$ cat src/rtl/noc_pkg.sv
// Shared NoC definitions: flit layout helpers and the input-arbiter state encoding.
// Optional feature macro used by this slice: RX_PKT_CNT_EN.
package noc_pkg;

  typedef enum logic {
    ARB_IDLE   = 1'b0,
    ARB_LOCKED = 1'b1
  } arb_state_t;

  function automatic int bus_size(input int data_size, input int addr_size);
    return data_size + addr_size + 1;
  endfunction

  // The last-flit flag sits directly above the destination address.
  function automatic int last_bit(input int addr_size);
    return addr_size;
  endfunction

endpackage

$ cat src/rtl/rx_arbiter_fifo_if.sv
// Inbound links, acknowledge lines and transceiver-side queue port of the switch input stage.
// RX_PKT_CNT_EN adds the pkt_cnt observation port.
interface rx_arbiter_fifo_if
  import noc_pkg::*;
#(
  parameter int DATA_SIZE = 32,
  parameter int ADDR_SIZE = 4,
  parameter int PORTS_NUM = 4
);
  localparam int BUS_SIZE = bus_size(DATA_SIZE, ADDR_SIZE);
  localparam int NPORT    = PORTS_NUM + 1;

  logic [NPORT-1:0]          wr_ready_in;
  logic [BUS_SIZE*NPORT-1:0] data_in;
  logic [NPORT-1:0]          r_ready_out;
  logic                      mem_readed;
  logic                      mem_empty;
  logic [BUS_SIZE-1:0]       data_o;
`ifdef RX_PKT_CNT_EN
  logic [15:0]               pkt_cnt;

  modport master (output wr_ready_in, data_in, mem_readed,
                  input  r_ready_out, mem_empty, data_o, pkt_cnt);
  modport slave  (input  wr_ready_in, data_in, mem_readed,
                  output r_ready_out, mem_empty, data_o, pkt_cnt);
`else
  modport master (output wr_ready_in, data_in, mem_readed,
                  input  r_ready_out, mem_empty, data_o);
  modport slave  (input  wr_ready_in, data_in, mem_readed,
                  output r_ready_out, mem_empty, data_o);
`endif

endinterface

$ cat src/rtl/flit_fifo.sv
// First-word-fall-through flit queue; head is a combinational read of the oldest entry.
// Independent of RX_PKT_CNT_EN.
module flit_fifo #(
  parameter int WIDTH = 37,
  parameter int DEPTH = 8
) (
  input  logic             clk,
  input  logic             a_rst,
  input  logic             push,
  input  logic [WIDTH-1:0] push_data,
  input  logic             pop,
  output logic             full,
  output logic             empty,
  output logic [WIDTH-1:0] head
);
  localparam int AW    = $clog2(DEPTH);
  localparam int CNT_W = AW + 1;

  logic [WIDTH-1:0] mem [DEPTH];
  logic [AW-1:0]    wr_ptr_q;
  logic [AW-1:0]    rd_ptr_q;
  logic [CNT_W-1:0] count_q;
  logic             do_push;
  logic             do_pop;

  assign full    = (count_q == CNT_W'(DEPTH));
  assign empty   = (count_q == '0);
  assign do_push = push && !full;
  assign do_pop  = pop && !empty;
  // Masked so the head reads zero whenever nothing valid is queued.
  assign head    = empty ? '0 : mem[rd_ptr_q];

  always_ff @(posedge clk) begin
    if (do_push) begin
      mem[wr_ptr_q] <= push_data;
    end
  end

  always_ff @(posedge clk) begin
    if (a_rst) begin
      wr_ptr_q <= '0;
      rd_ptr_q <= '0;
      count_q  <= '0;
    end else begin
      if (do_push) begin
        wr_ptr_q <= wr_ptr_q + AW'(1);
      end
      if (do_pop) begin
        rd_ptr_q <= rd_ptr_q + AW'(1);
      end
      case ({do_push, do_pop})
        2'b10:   count_q <= count_q + CNT_W'(1);
        2'b01:   count_q <= count_q - CNT_W'(1);
        default: count_q <= count_q;
      endcase
    end
  end

endmodule

$ cat src/rtl/rx_arbiter_fifo.sv
// Switch input stage: packet-locked round-robin arbiter over all inbound links feeding a flit queue.
// RX_PKT_CNT_EN adds a 16-bit wrapping count of accepted last flits on pkt_cnt.
module rx_arbiter_fifo
  import noc_pkg::*;
#(
  parameter int DATA_SIZE = 32,
  parameter int ADDR_SIZE = 4,
  parameter int PORTS_NUM = 4,
  parameter int DEPTH     = 8
) (
  input logic              clk,
  input logic              a_rst,
  rx_arbiter_fifo_if.slave bus
);
  localparam int BUS_SIZE = bus_size(DATA_SIZE, ADDR_SIZE);
  localparam int NPORT    = PORTS_NUM + 1;
  localparam int PW       = (NPORT > 1) ? $clog2(NPORT) : 1;
  localparam int LB       = last_bit(ADDR_SIZE);

  arb_state_t          state_q;
  arb_state_t          state_d;
  logic [PW-1:0]       rr_ptr_q;
  logic [PW-1:0]       lock_port_q;
  logic [NPORT-1:0]    ack_q;
  logic [NPORT-1:0]    eligible;
  logic [PW-1:0]       scan_idx;
  logic [PW-1:0]       grant_port;
  logic                grant_vld;
  logic [BUS_SIZE-1:0] grant_flit;
  logic                grant_last;
  logic                accept;
  logic                fifo_full;
  logic                fifo_empty;
  logic [BUS_SIZE-1:0] fifo_head;

  // Only a clean 1 counts: floating or unknown edge-port inputs are never granted.
  always_comb begin
    eligible = '0;
    for (int p = 0; p < NPORT; p++) begin
      eligible[p] = (bus.wr_ready_in[p] === 1'b1) && !ack_q[p];
    end
  end

  always_ff @(posedge clk) begin
    if (a_rst) begin
      state_q     <= ARB_IDLE;
      rr_ptr_q    <= PW'(PORTS_NUM);
      lock_port_q <= '0;
      ack_q       <= '0;
    end else begin
      state_q <= state_d;
      ack_q   <= accept ? (NPORT'(1) << grant_port) : '0;
      if (accept && (state_q == ARB_IDLE)) begin
        rr_ptr_q    <= grant_port;
        lock_port_q <= grant_port;
      end
    end
  end

  always_comb begin
    state_d = state_q;
    if (accept) begin
      state_d = grant_last ? ARB_IDLE : ARB_LOCKED;
    end
  end

  // Descending scan so the port closest after rr_ptr is the last (winning) assignment.
  always_comb begin
    grant_vld  = 1'b0;
    grant_port = '0;
    scan_idx   = '0;
    if (state_q == ARB_LOCKED) begin
      grant_vld  = eligible[lock_port_q];
      grant_port = lock_port_q;
    end else begin
      for (int i = NPORT; i >= 1; i--) begin
        scan_idx = PW'((int'(rr_ptr_q) + i) % NPORT);
        if (eligible[scan_idx]) begin
          grant_vld  = 1'b1;
          grant_port = scan_idx;
        end
      end
    end
  end

  always_comb begin
    grant_flit = '0;
    for (int p = 0; p < NPORT; p++) begin
      if (grant_port == PW'(p)) begin
        grant_flit = bus.data_in[p*BUS_SIZE +: BUS_SIZE];
      end
    end
  end

  assign grant_last = grant_flit[LB];
  assign accept     = grant_vld && !fifo_full;

  flit_fifo #(
    .WIDTH (BUS_SIZE),
    .DEPTH (DEPTH)
  ) u_fifo (
    .clk       (clk),
    .a_rst     (a_rst),
    .push      (accept),
    .push_data (grant_flit),
    .pop       (bus.mem_readed),
    .full      (fifo_full),
    .empty     (fifo_empty),
    .head      (fifo_head)
  );

  assign bus.r_ready_out = ack_q;
  assign bus.mem_empty   = fifo_empty;
  assign bus.data_o      = fifo_head;

`ifdef RX_PKT_CNT_EN
  logic [15:0] pkt_cnt_q;

  always_ff @(posedge clk) begin
    if (a_rst) begin
      pkt_cnt_q <= '0;
    end else if (accept && grant_last) begin
      pkt_cnt_q <= pkt_cnt_q + 16'd1;
    end
  end

  assign bus.pkt_cnt = pkt_cnt_q;
`endif

endmodule

$ cat src/flat_wrapper.sv
// flat-port wrapper written by rule: the top's interface ports become plain ports
module rx_arbiter_fifo_flat import noc_pkg::*;
#(
  parameter int DATA_SIZE = 32,
  parameter int ADDR_SIZE = 4,
  parameter int PORTS_NUM = 4,
  parameter int DEPTH     = 8
)
  (clk, a_rst, bus_wr_ready_in, bus_data_in, bus_mem_readed, bus_r_ready_out, bus_mem_empty, bus_data_o);
  rx_arbiter_fifo_if #(.DATA_SIZE(DATA_SIZE), .ADDR_SIZE(ADDR_SIZE), .PORTS_NUM(PORTS_NUM)) bus_i ();
  input logic clk;
  input logic a_rst;
  input wire logic [$bits(bus_i.wr_ready_in)-1:0] bus_wr_ready_in;
  input wire logic [$bits(bus_i.data_in)-1:0] bus_data_in;
  input wire logic [$bits(bus_i.mem_readed)-1:0] bus_mem_readed;
  output wire logic [$bits(bus_i.r_ready_out)-1:0] bus_r_ready_out;
  output wire logic [$bits(bus_i.mem_empty)-1:0] bus_mem_empty;
  output wire logic [$bits(bus_i.data_o)-1:0] bus_data_o;
  assign bus_i.wr_ready_in = bus_wr_ready_in;
  assign bus_i.data_in = bus_data_in;
  assign bus_i.mem_readed = bus_mem_readed;
  assign bus_r_ready_out = bus_i.r_ready_out;
  assign bus_mem_empty = bus_i.mem_empty;
  assign bus_data_o = bus_i.data_o;
  rx_arbiter_fifo #(.DATA_SIZE(DATA_SIZE), .ADDR_SIZE(ADDR_SIZE), .PORTS_NUM(PORTS_NUM), .DEPTH(DEPTH)) u_core (.clk(clk), .a_rst(a_rst), .bus(bus_i));
endmodule
$ cat config.mk
export PLATFORM = sky130hd
export DESIGN_NAME = rx_arbiter_fifo_flat
export DESIGN_NICKNAME = d
export VERILOG_FILES = /design/src/rtl/noc_pkg.sv /design/src/rtl/rx_arbiter_fifo_if.sv /design/src/rtl/flit_fifo.sv /design/src/rtl/rx_arbiter_fifo.sv /design/src/flat_wrapper.sv
export SDC_FILE = /design/constraint.sdc
export NUM_CORES = 1
export LEC_CHECK = 0
export CAP_MARGIN = 20
export CORE_MARGIN = 2
export CORE_UTILIZATION = 46
export DETAILED_ROUTE_END_ITERATION = 7
export DONT_BUFFER_PORTS = 1
export PLACE_DENSITY = 0.68
export SLEW_MARGIN = 0
export SYNTH_ARGS = -nofsm -noshare
export SYNTH_HDL_FRONTEND = slang
export SYNTH_HIERARCHICAL = 1
export SYNTH_SLANG_ARGS = --single-unit
$ cat constraint.sdc
create_clock -name clk -period 27.9 [get_ports clk]
set_clock_uncertainty 0.1 [all_clocks]
set_input_delay 8.37 -clock clk [delete_from_list [all_inputs] [get_ports clk]]
set_output_delay 8.37 -clock clk [all_outputs]
set_load 0.05 [all_outputs]
==> results by group, run 1 <==
Drt
  • DRT Pass-1 Iters: 5
  • Post-DRT Antenna Nets: 0
  • Vias: just over 10000
  • DR WL/cell: 26.51 um
  • DRC: 0
  • Vias per cell: 6.325
  • DRT iter0 DRCs: 820
  • Post-Route WL: 42610 um

Die
  • Core Area: between 30000 and 40000 um^2
  • I/O pin cnt: ~240
  • Die height: 191.7 um
  • Initial Util: roughly 47%
  • Full die area: 36760 um^2
  • Die W: 191.7 um
  • Row count: just under 70

Synth
  • Fraction of registers with async set/reset: 0%
  • Post-synth EDFFs: 296
  • YS warnings: 6
  • Synth top area share: 54.83%
  • Dominant synthesized flop cell: edfxtp_1
  • Post-synthesis sequential element count: 319
  • Area of the mapped netlist: 16210 um^2
  • Gate Count Post-Synth: 1140
  • Netlist cell types: 90
  • Seq/Total Area, Yosys: 57.67%
  • Post-Syn Area per Cell: 14.22 um^2
  • Yosys top cell by area: edfxtp_1
  • Post-Syn Nets: 1361
  • Top cells by area, synth: edfxtp_1, mux4_2, mux2i_1, dfxtp_1, o221ai_1

CTS
  • Cts bufs inserted: 34
  • CTS tree: built
  • Clock root buffer: clkbuf_16
  • CTS H-Tree Depth: 2
  • Max clock buf depth: 3
  • Worst skew pair latency: 510 ps
  • CTS sink count: 319
  • Hold-fix buffers at CTS: 0
  • Postcts setup bufs: 0
  • Clock Pin Slew Worst Setup and Hold Paths: 60 ps
  • Post_cts resized: 0

Placement
  • Dpl ws: 14770 ps
  • HPWL after DPL: 26670 um
  • Placed cell area: 16620 um^2
  • Gpl congestion: 0.9120
  • Buffers on Ports: 0

Critical path
  • Worst Setup End Kind: flop
  • R2r worst-path depth: 21
  • Startpoint Class: primary input
  • CP required: approximately 28000 ps
  • Crit path kind: primary input to flop
  • Flop-to-flop setup slack: 19780 ps
  • Crit Path Max Fanout: 37
  • CP arrival: 12530 ps

Worst hold path
  • Hold path depth: 2
  • HP Class: flop to flop

Final layout
  • Final Util: 51.69%
  • Number of fill cells in the layout: 2823
  • Most common cell after layout, fill and taps aside: edfxtp_1
  • Final instance area: approximately 18000 um^2
  • Layout cells sized above 1: 19.53%
  • Area grow syn2layout: 10.40%
  • Nets@finish: 1343
  • Commonest non-fill, non-tap cells in the layout: edfxtp_1, mux2i_1, mux4_2, nor2_1, nand2_1

STA
  • Final Hold Viols: 0
  • Max frequency: 80.05 MHz
  • Pins Over Slew Limit: 0
  • Worst slew pin tran: ~1100 ps
  • Setup WS post-layout: 15410 ps
  • Final setup vio count: 0
  • Fin crit share: 44.77%
  • Slew headroom: around a quarter
  • Setup tns final: 0 ps
  • Final min period: ~12000 ps
  • Unrepaired setup endpoints after global routing: no

Global routing
  • Largest net degree at the start of global routing: 75
  • Vias in the first global route: 10020
  • Total Routing Usage GR: 22.85%
  • Grt ovf: 0
  • Initial antenna violation count: 4
  • First-pass GRT wire length: 61760 um

Outcome
  • Status: finished clean

Flow run
  • Max-cap violations: 0
## cell usage after synthesis (6+ instances only)
cell,count
a211oi_1,6
a21bo_1,9
a21bo_2,28
a21oi_1,19
a31oi_1,6
and2_1,7
buf_2,27
buf_4,10
clkbuf_1,34
dfxtp_1,23
edfxtp_1,296
ha_1,28
inv_1,18
mux2i_1,89
mux4_2,75
nand2_1,57
nand2b_1,26
nand3_1,48
nor2_1,65
nor2b_1,11
nor3_1,17
o211ai_1,12
o21a_1,6
o21ai_0,52
o221ai_1,44
## layer usage
metal / routed length, um / up-vias / track usage [%]
li1: - / 4515 / -
met1: 17740 / 5132 / 30.86
met2: 20230 / 461 / 37.27
met3: 3725 / 56 / 5.299
met4: 916 / 0 / 6.154
met5: 0 / - / 0
## stage by stage
stage | std cells | hold slack, ps
finish | 1607 | 414.5
CTS | 1598 | 408.0
global route | 1605 | 439.7
floorplan | 1140 | 366.6
global placement | 1537 | 399.2
detailed placement | 1537 | 401.5
## worst max-delay path, cell delays in order
cell       delay (ps)
nor2b_1           580
mux2i_1           230
nand3_1           140
o221ai_1          160
a2111oi_4         620
nor4b_2           100
a21bo_2           910
nand2_2           640
buf_16            380
nand2_1            80
o221ai_1          290
## layout make-up
cell class,count,area (um^2),share of cell area (%)
Clock buffer,38,887.1,4.956
Multi-Input combinational cell,724,6477,36.19
Sequential cell,319,9358,52.28
Clock inverter,23,285.3,1.594
Timing Repair Buffer,22,230.2,1.286
Inverter,21,78.83,0.4404
Antenna cell,5,12.51,0.06991
Tap cell,455,569.3,3.181
## flip-flops by register name, indices dropped and copies added, names as in the netlist, named ones only
name and count:
u_core/bus.r_ready_out 5, u_core/u_fifo/mem 296, u_core/u_fifo/rd_ptr_q 3, u_core/rr_ptr_q 3, u_core/u_fifo/count_q 4, u_core/state_q 1, u_core/u_fifo/wr_ptr_q 3, u_core/lock_port_q 1
## cell families after synthesis
kind of cell,after synthesis,share of synthesized area (%)
buffers and inverters,97,2.832
flip-flops,319,57.67
multiplexers,165,15.98
AND/OR/NAND/NOR,273,8.590
XOR/XNOR,13,0.8875
AO/OA/AOI/OAI,245,11.88
adder cells (fa/ha/maj),28,2.161
## path summary, 6_finish.rpt
path	start	endpoint
worst max-delay path	bus_wr_ready_in[3]	u_core/u_fifo/mem[5][33]
worst min register to register	u_core/lock_port_q[2]	u_core/lock_port_q[2]
worst min-delay path	u_core/lock_port_q[2]	u_core/lock_port_q[2]
worst max register to register	u_core/rr_ptr_q[0]	u_core/u_fifo/mem[5][33]
Power of run 1 is left out: the tool's default activity adds up to more than one toggle a clock period on the data nets, which glitch-free logic cannot reach.
==> run 2, diff against run 1 <==
Settings changed: PLACE_DENSITY 0.68 to 0.7.
Clock period 27.9 ns to 10.7 ns, I/O delays scaled along.
==> results by group, run 2 (synthesis results as in run 1) <==
Critical path
  • CP required: 10770 ps (was 27940 ps)
  • CP dominant cell by count: ha_1 (was o221ai_1)
  • Cell chain of the critical path: inv_1 > ha_1 > inv_1 > ha_1 > or2_2 > o211ai_1 > nand2_1 > ha_1 > nand2b_1 > o2111ai_1 > o211ai_1 > o221ai_1 > a32o_1 > a211oi_2 > a21boi_4 > nor2_4 > buf_4 > mux2i_1 > o221ai_1 (was nor2b_1 > mux2i_1 > nand3_1 > o221ai_1 > a2111oi_4 > nor4b_2 > a21bo_2 > nand2_2 > buf_16 > nand2_1 > o221ai_1)
  • RR Endpoint: u_core/u_fifo/mem[7][11] (was u_core/u_fifo/mem[5][33])
  • Crit path kind: flop to flop (was primary input to flop)
  • Flop-to-flop setup slack: 2990 ps (was 19780 ps)
  • Startpoint Class: flop (was primary input)
  • R2r worst-path depth: 19 (was 21)
  • Slowest CP cell: ha_1 (was a21bo_2)
  • Crit Path Max Fanout: 22 (was 37)
  • CP arrival: 7780 ps (was 12530 ps)
  • Worst Setup End Kind: flop (unchanged)
  • R2R Path Start: u_core/rr_ptr_q[1] (was u_core/rr_ptr_q[0])
  • Max incr delay on CP: 890 ps (was 910 ps)

Flow run
  • Max-cap violations: 0 (unchanged)

Global routing
  • Initial antenna violation count: 2 (was 4)
  • Total Routing Usage GR: 22.90% (was 22.85%)
  • First-pass GRT wire length: 61960 um (was 61760 um)
  • Largest net degree at the start of global routing: 53 (was 75)
  • Grt ovf: 0 (unchanged)
  • Vias in the first global route: 10090 (was 10020)

Final layout
  • Max FFs per register: 296 (unchanged)
  • Nets@finish: 1343 (unchanged)
  • Register Area: 9355 um^2 (was 9358 um^2)
  • Number of fill cells in the layout: 2847 (was 2823)
  • Area grow syn2layout: 9.370% (was 10.40%)
  • Commonest non-fill, non-tap cells in the layout: edfxtp_1, mux2i_1, mux4_2, nor2_1, nand2_1 (unchanged)
  • Largest Register: u_core/u_fifo/mem (unchanged)
  • Most common cell after layout, fill and taps aside: edfxtp_1 (unchanged)
  • Multi-input gate area: 6477 um^2 (unchanged)
  • Layout cells sized above 1: 19.28% (was 19.53%)

STA
  • Unrepaired setup endpoints after global routing: no (unchanged)
  • Worst slew pin tran: 1109 ps (was 1122 ps)
  • Final setup vio count: 0 (unchanged)
  • Fin Hold WS: 403.9 ps (was 414.5 ps)
  • Setup tns final: 0 ps (unchanged)
  • Max frequency: 129.7 MHz
  • Pins Over Slew Limit: 0 (unchanged)
  • Slew headroom: 26.06% (was 24.90%)
  • Final min period: 7707 ps
  • Fin crit share: 72.03%
  • Final Hold Viols: 0 (unchanged)

CTS
  • Worst skew pair latency: 560 ps (was 510 ps)
  • Max clock buf depth: 3 (unchanged)
  • Cts bufs inserted: 31 (was 34)
  • Clock root buffer: clkbuf_16 (unchanged)
  • CTS sink count: 319 (unchanged)
  • Hold-fix buffers at CTS: 0 (unchanged)
  • Clock Pin Slew Worst Setup and Hold Paths: 60 ps (about the same)
  • Postcts setup bufs: 0 (unchanged)
  • Post_cts resized: 0 (unchanged)
  • CTS tree: built (unchanged)
  • CTS H-Tree Depth: 1 (was 2)

Worst hold path
  • Hold Startpoint: u_core/lock_port_q[2] (unchanged)
  • Hold endpoint: u_core/lock_port_q[2] (unchanged)
  • Hold path depth: 2 (unchanged)
  • HP Class: flop to flop (unchanged)

Drt
  • Vias per cell: 6.324 (was 6.325)
  • DR WL/cell: 26.64 um (was 26.51 um)
  • Post-Route WL: 42790 um (was 42610 um)
  • DRT iter0 DRCs: 798 (was 820)
  • Post-DRT Antenna Nets: 0 (unchanged)
  • DRC: 0 (unchanged)
  • Vias: 10160 (about the same)
  • DRT Pass-1 Iters: 5 (unchanged)

Die
  • I/O pin cnt: 236 (unchanged)
  • Die W: 191.7 um (unchanged)
  • Die height: 191.7 um (unchanged)
  • Core Area: 34630 um^2 (unchanged)
  • Row count: 68 (unchanged)
  • Full die area: 36760 um^2 (unchanged)
  • Initial Util: 46.82% (unchanged)

Outcome
  • Status: finished clean (unchanged)

Placement
  • Gpl congestion: 0.9107 (was 0.9120)
  • Buffers on Ports: 0 (unchanged)
  • HPWL after DPL: 27940 um (was 26670 um)
## run 2: worst max path at each step
stage | depth (start not counted) | slack (ps) | end | start
final | 19 | 2990 | u_core/u_fifo/mem[7][11] | u_core/rr_ptr_q[1]
after global routing | 20 | 2420 | u_core/u_fifo/mem[5][23] | u_core/rr_ptr_q[1]
after CTS | 19 | 3120 | u_core/u_fifo/mem[7][11] | u_core/rr_ptr_q[1]
after detailed placement | 10 | 2830 | u_core/u_fifo/mem[1][13] | bus_wr_ready_in[3]
after global placement | 10 | 2960 | u_core/u_fifo/mem[6][5] | bus_wr_ready_in[3]
after floorplan | 12 | 1270 | u_core/u_fifo/mem[0][0] | bus_wr_ready_in[3]
## run 2: critical path, delay by kind of cell (launching register included)
family | cells | cell delay [ps]
compound gates | 8 | 2150
fa+ha+maj | 3 | 1460
buf+inv | 3 | 1230
flops | 1 | 700
mux | 1 | 360
simple gates | 4 | 1240
## run 2: routing by layer
layer	share of wire [%]	vias to the layer above	global-route usage [%]	wire, um
met5	0	-	0	0
met4	2.5	0	6.982	1049
met3	7.7	67	3.709	3279
met1	41	5096	29.63	17330
li1	-	4525	-	-
met2	49	468	39.67	21130
## run 2: stage by stage
step | setup slack [ps] | utilization, % | instances | instance area, um^2
final | 2993 | 51.20 | 1606 | 17730
after global routing | 2419 | 51.18 | 1603 | 17720
after CTS | 3119 | 51.11 | 1600 | 17700
after detailed placement | 2827 | 48.11 | 1543 | 16660
after global placement | 2965 | 48.11 | 1543 | 16660
after floorplan | 1268 | - | 1140 | 16210
## run 2: final cells by class
type | count | area share (%)
Clock buffer | 33 | 4.417
Inverter | 21 | 0.4446
Antenna cell | 5 | 0.07057
Clock inverter | 24 | 1.433
Multi-Input combinational cell | 724 | 36.53
Sequential cell | 319 | 52.76
Timing Repair Buffer | 25 | 1.129
Tap cell | 455 | 3.211
Power of run 2 is left out for the same reason.
